File: src/rtl/spi_req_arbiter.sv
// Round-robin arbiter that shares one SPI master among N_REQ requesters.
// It grants one requester at a time, launches the byte transfer and returns the result with a timeout.
module spi_req_arbiter #(
   parameter int unsigned N_REQ   = 4,
   parameter int unsigned DW      = 8,
   parameter int unsigned TIMEOUT = 64
) (
   input  logic                  spi_clk,
   input  logic                  reset,
   input  logic [N_REQ-1:0]      req,
   input  logic [N_REQ*DW-1:0]   req_data,
   output logic [N_REQ-1:0]      grant,
   output logic [N_REQ-1:0]      ack,
   output logic [DW-1:0]         rx_data,
   output logic                  err,
   output logic                  arb_busy,
   output logic                  m_start,
   output logic [DW-1:0]         m_tx_data,
   input  logic                  m_busy,
   input  logic                  m_valid,
   input  logic [DW-1:0]         m_rx_data
);

   localparam int unsigned LW = $clog2(N_REQ);
   localparam int unsigned SW = LW + 1;
   localparam int unsigned CW = $clog2(TIMEOUT);

   typedef enum logic [1:0] {StIdle, StLaunch, StWaitDone, StResp} state_e;

   state_e           state_q, state_d;
   logic [N_REQ-1:0] grant_q, grant_d;
   logic [LW-1:0]    gidx_q, gidx_d;
   logic [LW-1:0]    last_q, last_d;
   logic [DW-1:0]    tx_q, tx_d;
   logic [DW-1:0]    rx_q, rx_d;
   logic             err_q, err_d;
   logic [CW-1:0]    cnt_q, cnt_d;

   logic             win_found;
   logic [LW-1:0]    win_idx;
   logic [DW-1:0]    req_bytes [N_REQ];

   always_comb begin
      for (int i = 0; i < N_REQ; i++) begin
         req_bytes[i] = req_data[i*DW +: DW];
      end
   end

   // Search upward from last+1, wrapping modulo N_REQ.
   always_comb begin : rr_search
      logic [SW-1:0] sum;
      sum       = '0;
      win_found = 1'b0;
      win_idx   = '0;
      for (int i = 1; i <= N_REQ; i++) begin
         sum = {1'b0, last_q} + SW'(i);
         if (sum >= SW'(N_REQ)) begin
            sum = sum - SW'(N_REQ);
         end
         if (!win_found && req[sum[LW-1:0]]) begin
            win_found = 1'b1;
            win_idx   = sum[LW-1:0];
         end
      end
   end

   always_comb begin
      state_d = state_q;
      grant_d = grant_q;
      gidx_d  = gidx_q;
      last_d  = last_q;
      tx_d    = tx_q;
      rx_d    = rx_q;
      err_d   = err_q;
      cnt_d   = cnt_q;
      unique case (state_q)
         StIdle: begin
            if (win_found && !m_busy) begin
               grant_d = N_REQ'(1) << win_idx;
               gidx_d  = win_idx;
               tx_d    = req_bytes[win_idx];
               state_d = StLaunch;
            end
         end
         StLaunch: begin
            cnt_d   = '0;
            state_d = StWaitDone;
         end
         StWaitDone: begin
            // A completion on the timeout cycle still counts as success.
            if (m_valid) begin
               rx_d    = m_rx_data;
               err_d   = 1'b0;
               state_d = StResp;
            end else if (cnt_q == CW'(TIMEOUT - 1)) begin
               rx_d    = '0;
               err_d   = 1'b1;
               state_d = StResp;
            end else begin
               cnt_d = cnt_q + 1'b1;
            end
         end
         StResp: begin
            last_d  = gidx_q;
            grant_d = '0;
            state_d = StIdle;
         end
         default: state_d = StIdle;
      endcase
   end

   always_ff @(posedge spi_clk or negedge reset) begin
      if (!reset) begin
         state_q <= StIdle;
         grant_q <= '0;
         gidx_q  <= '0;
         last_q  <= LW'(N_REQ - 1);
         tx_q    <= '0;
         rx_q    <= '0;
         err_q   <= 1'b0;
         cnt_q   <= '0;
      end else begin
         state_q <= state_d;
         grant_q <= grant_d;
         gidx_q  <= gidx_d;
         last_q  <= last_d;
         tx_q    <= tx_d;
         rx_q    <= rx_d;
         err_q   <= err_d;
         cnt_q   <= cnt_d;
      end
   end

   assign grant     = grant_q;
   assign ack       = (state_q == StResp) ? grant_q : '0;
   assign rx_data   = rx_q;
   assign err       = (state_q == StResp) && err_q;
   assign arb_busy  = (state_q != StIdle);
   assign m_start   = (state_q == StLaunch);
   assign m_tx_data = tx_q;

endmodule
File: config.mk
export PLATFORM = sky130hd
export DESIGN_NAME = spi_req_arbiter
export DESIGN_NICKNAME = d
export VERILOG_FILES = /design/src/rtl/spi_req_arbiter.sv
export SDC_FILE = /design/constraint.sdc
export NUM_CORES = 1
export LEC_CHECK = 0
export ABC_AREA = 1
export CAP_MARGIN = 15
export CORE_UTILIZATION = 40
export DETAILED_ROUTE_END_ITERATION = 8
export DONT_BUFFER_PORTS = 1
export PLACE_DENSITY = 0.66
export SLEW_MARGIN = 30
export SYNTH_ARGS = -nofsm -noshare
export SYNTH_HDL_FRONTEND = slang
export SYNTH_SLANG_ARGS = --single-unit
File: constraint.sdc
create_clock -name spi_clk -period 1.7 [get_ports spi_clk]
set_input_delay 0 -clock spi_clk [delete_from_list [all_inputs] [get_ports spi_clk]]
set_output_delay 0 -clock spi_clk [all_outputs]
set_load 0.01 [all_outputs]
# == After elaboration in Yosys (flattened, before gate mapping) ==
# Cells that the tools add are included.
# word_totals
ff_bits,33
inputBits,48
latchBits,0
mem_bits_rw,0
wordCells,92
n_memories,0
output_inout_bits,27
rom_bits,0
# classes
shift,1
n_bitwise,1
n_addsub,9
n_lt_le_gt_ge,9
multipliers,0
n_reduce_logical,19
mux,37
div,0
eq_ne,8
# ops
op,count
$mux W8,4
$mux W2,11
$bmux W8 S2,1
$ge A3 B3 Y1 const B,5
$lt A2 B3 Y1 const B,4
$mux W6,2
$pmux W6 S2,1
$mux W1,10
$bmux W1 S2,4
$mux W4,2
$pmux W2 S4,1
$pmux W4 S2,1
$reduce_and A2 Y1,4
$reduce_bool A2 Y1,4
$sub A2 B1 Y2 const B,4
$add A2 B2 Y3 const B,2
$add A6 B1 Y6 const B,1
$eq A6 B6 Y1 const B,1
$ne A2 B2 Y1 const B,3
$logic_and A1 B1 Y1,5
$eq A2 B2 Y1 const B,2
$logic_not A1 Y1,4
$shl A1 B2 Y4 const A,1
$add A2 B1 Y3 const B,1
6 further kinds,6

# == Logic depth before layout (Yosys ltp) ==
# logic_depth
ltp_word,19
mapped_depth,17
mapped_depth_nobuf,15

# == Worst setup path after synthesis ==
# OpenSTA, ideal clock, no wires.
# synth_timing
path_type,register to register
start,reg last_q[0]
end,reg tx_q[0] (netlist: m_tx_data[0])
path_slack_ns,-0.168
path_buffers,2
arrival_ns,1.751
required_ns,1.584
path_stages_with_launch,18
synth_period_minus_slack_ns,1.868
setup_ns,0.116
path_cell_list,dfstp_2 -> buf_6 -> inv_8 -> nand2_1 -> nand2_2 -> nand2_4 -> nand2_4 -> inv_2 -> nand3_2 -> nand2_4 -> nand3_4 -> buf_12 -> nand2_2 -> nand2_1 -> nand2_1 -> nand2_1 -> nand2_1 -> nand2_1
# synth_via
elab_chain_len,19
elab_cells_between_ends,44
cone_classes,8 x add/sub; 4 x order compare; 23 x mux; 1 x bitwise; 8 x reduce/logical
# synth_lines
item,line,rtl
start: declaration,33,"logic [LW-1:0] last_q, last_d;"
start signal: assignment,117,last_q <= LW'(N_REQ - 1);
start signal: assignment,126,last_q <= last_d;
$add A2 B1 Y3,56,"sum = {1'b0, last_q} + SW'(i);"
$ge A3 B3 Y1 or $sub A2 B1 Y2 (tied branches),"57, 58",
$mux W2,57,if (sum >= SW'(N_REQ)) begin
$bmux W1 S2,60,if (!win_found && req[sum[LW-1:0]]) begin
$mux W1 (not written as such),60,
$mux W1,60,
$logic_not A1 Y1,60,
$logic_and A1 B1 Y1,60,
(+2 left out),n/a,
$logic_and A1 B1 Y1,60,
$mux W1,60,
$logic_not A1 Y1,60,
$logic_and A1 B1 Y1,60,
$mux W2,60,
$not A2 Y3 (not written as such),81,tx_d = req_bytes[win_idx];
$bmux W8 S2,81,
$mux W8 (not written as such) (2 in a row),81,
end signal: assignment,127,tx_q <= tx_d;
end: declaration,34,"logic [DW-1:0] tx_q, tx_d;"
# Parallel ways exist; a longest one is shown, timed or not. The select of a mux whose other input is x is not followed.
# A chain may end at the register's enable or synchronous reset.

# == Final worst setup path ==
# layout_timing
start,reg last_q[0]
end,reg tx_q[7] (netlist: m_tx_data[7])
# The elaborated chain is that of the path after synthesis.

==> summary.md <==
| Metric | Value |
|---|---|
| Status | `complete, but fails checks` |
| Failing checks | `negative setup slack` |
| Vias | `2066` |
| Fillers | `between 400 and 500` |
| Period Utilization, post-route | `115.1%` |
| EDFF count, synth | `0` |
| Final non-filler cell total | `between 400 and 500` |
| Worst Skew | `0.003892 ns` |
| Dpl cell area | `2384 um^2` |
| DP HPWL | `3782 um` |
| Final setup fails | `16` |
| Initial antenna violation count | `0` |
| Startpoint Class | `register` |
| GP Congestion | `0.8319` |
| Crit-path max FO | `16` |
| Setup TNS | `-3.475 ns` |
| Total die area | `5787 um^2` |
| Final ANT Viol Nets | `0` |
| Hold Path Cell Cnt | `6` |
| Nets | `386` |
| First-pass GRT wire length | `just over 9000 um` |
| Placed cell count | `370` |
| Mapped Nets | `roughly 350` |
| YS warnings | `0` |
| Initial Util | `42.16%` |
| Post-synth top area cell | `dfrtp_1` |
| Post-Layout Inst Area | `about 2800 um^2` |
| Max_cap viols | `0` |
| R2R cell count | `14` |
| Unrepaired setup endpoints after global routing | `true` |
| Top post-synthesis cells by area | `dfrtp_1, nand2_1, nand4_1, inv_1, nand2_2` |
| Vias in the first global route | `2007` |
| Register area share after synthesis | `between 30% and 40%` |
| Cts bufs inserted | `5` |
| Cell with the most instances after synthesis | `nand2_1` |
| Largest net degree at the start of global routing | `34` |
| Reg clk slew, reported paths | `around 0.070 ns` |
| PnR worst setup slack | `-0.2568 ns` |
| DR iter-0 viols | `83` |
| Actual slew at the worst max-slew pin | `approximately 0.25 ns` |
| Share of cells above drive strength 1 | `between 20% and 30%` |
| Rel. slew slack | `a little over four fifths` |
| Root Buffer | `clkbuf_8` |
| # IOs | `75` |
| Achievable Freq | `0.5110 GHz` |
| PD cells | `2122 nW/um^2` |
| Post-route DRC | `0` |
| I/O Buffers | `0` |
| Worst Hold Class | `primary input to register` |
| Total power | `5.909 mW` |
| Layout Area Growth over Synthesis | `26.91%` |
| Htree depth | `2` |
| Die width | `76.07 um` |
| Required time worst endpoint | `1.88 ns` |
| Cells after Synth | `roughly 290` |
| Most used DFF post-synth | `dfrtp_1` |
| Routed wire per std cell | `13.82 um` |
| Overall Global Routing Usage | `roughly a fifth` |
| Ant diodes | `0` |
| Core Region | `around 5200 um^2` |
| Post-Route WL | `5571 um` |
| Tmin final | `1.957 ns` |
| WP data arrival | `around 2.1 ns` |
| Crit path kind | `register to register` |
| TritonCTS clock tree | `done` |
| Crit. End Element | `register` |
| Pleak | `around 1.5 nW` |
| Netlist cell types | `34` |
| Total grt overflow | `0` |
| Mean post-synth cell area | `7.542 um^2` |
| Post-layout util | `53.51%` |
| Clock Latency Late Sink | `around 0.29 ns` |
| Die Y | `approximately 76 um` |
| Final Hold Fails | `0` |
| Top post-synthesis cells by count | `nand2_1, dfrtp_1, inv_1, nand4_1, nand2_2` |
| Rows | `26` |
| Drt pass-1 iters | `4` |
| #FFs+latches synth | `33` |
| Clock Sinks | `33` |
| Mapped Area | `2195 um^2` |
| VDD IR max | `1.041 mV` |
| Fin. max-slew vios | `0` |
| Clock tree buffer depth | `2` |
| Share of flip-flops with an asynchronous set or reset | `100.0%` |
| Yosys top cell area share | `about 35%` |
| Via density | `5.127` |
cell type report:
| cell class | instances | area, um^2 | area share (%) |
|---|---|---|---|
| Tap cell | 70 | 87.58 | 3.145 |
| Inverter | 35 | 138.9 | 4.987 |
| Clock inverter | 2 | 10.01 | 0.3594 |
| Timing Repair Buffer | 43 | 399.1 | 14.33 |
| Clock buffer | 6 | 72.57 | 2.606 |
| Multi-Input combinational cell | 214 | 1249 | 44.83 |
| Sequential cell | 33 | 828.3 | 29.74 |
cells in the final DEF (no fill, tap or decap), types with 2 or more instances in the layout:
| cell | n |
|---|---|
| nand2_1 | 105 |
| dfrtp_1 | 31 |
| inv_1 | 26 |
| buf_4 | 23 |
| nand2_2 | 21 |
| nand4_1 | 18 |
| dlygate4sd3_1 | 13 |
| nand3_1 | 8 |
| a22o_1 | 8 |
| inv_2 | 7 |
| nand2_4 | 7 |
| nor2_1 | 6 |
| o21ai_0 | 5 |
| ha_1 | 5 |
| clkbuf_8 | 5 |
| buf_6 | 5 |
| nand3_2 | 4 |
| o22ai_1 | 4 |
| o21ai_1 | 3 |
| a21oi_1 | 3 |
| nor2_4 | 2 |
| nand3_4 | 2 |
| o21ai_2 | 2 |
| clkinv_2 | 2 |
| buf_12 | 2 |
| dfstp_2 | 2 |
worst paths after layout:
path / start / endpoint / slack [ns]
max: last_q[0] / m_tx_data[7] / -0.26
max reg2reg: last_q[0] / m_tx_data[7] / -0.26
min: req_data[26] / m_tx_data[2] / 0.01
min in group asynchronous: reset / grant[0] / 0.17
max in group asynchronous: reset / last_q[0] / 1.29
min reg2reg: gidx_q[1] / gidx_q[1] / 0.51
layer usage:
layer | track usage [%] | part of all wire, %
met2 | 33.91 | 50
met1 | 22.75 | 41
met3 | 8.383 | 8.1
met4 | 4.231 | 0.99
met5 | 0 | 0
through the flow:
step / hold WS [ns] / setup slack, ns
CTS: 0.0005523 / -0.2537
global route: 0.04269 / -0.4060
global placement: -0.2948 / -0.2843
detailed placement: -0.2949 / -0.3059
floorplan: -0.2956 / -0.1545
finish: 0.01049 / -0.2568
sequential cells by signal, summed over array words and instances (netlist names):
signal	cells
err_q	1
m_tx_data	8
grant	4
gidx_q	2
state_q	2
cnt_q	6
rx_data	8
last_q	2
logic make-up (layout without fill, tap and decap cells):
group / Yosys count / count (layout) / synth area share (%)
buffers and inverters: 45 / 86 / 9.578
AND/OR/NAND/NOR: 177 / 178 / 40.25
adder cells (fa/ha/maj): 6 / 6 / 3.421
XOR/XNOR: 1 / 1 / 0.3992
AO/OA/AOI/OAI: 29 / 29 / 8.609
flip-flops: 33 / 33 / 37.74
timing repair:
item                                    4_1_cts  5_1_grt
pin swaps                                     0        4
endpoints found under the setup margin       17       19
buffers inserted                              5        5
gates resized for setup                      13       10
hold buffers                                 14        0
gates cloned                                  1        0
hold endpoints to repair                     45        0
power by group:
part	total, mW	internal (mW)	leakage (nW)	switching (mW)
clock	0.572	0.283	0.0450	0.288
combinational	3.83	1.55	1.00	2.28
sequential	1.51	1.12	0.421	0.386
critical path, stage by stage, from the launching register on:
cell and delay, ns:
dfstp_2 0.66, inv_8 0.07, nand2_2 0.06, nand2_2 0.08, nand2_4 0.09, nand2_4 0.07
nor2_8 0.13, nand4_4 0.13, buf_6 0.19, nand4_1 0.09, nand2_1 0.08, nand2_1 0.06
nand2_1 0.04, nand2_1 0.05, nand2_1 0.04
(Power assumes the default switching activity.)
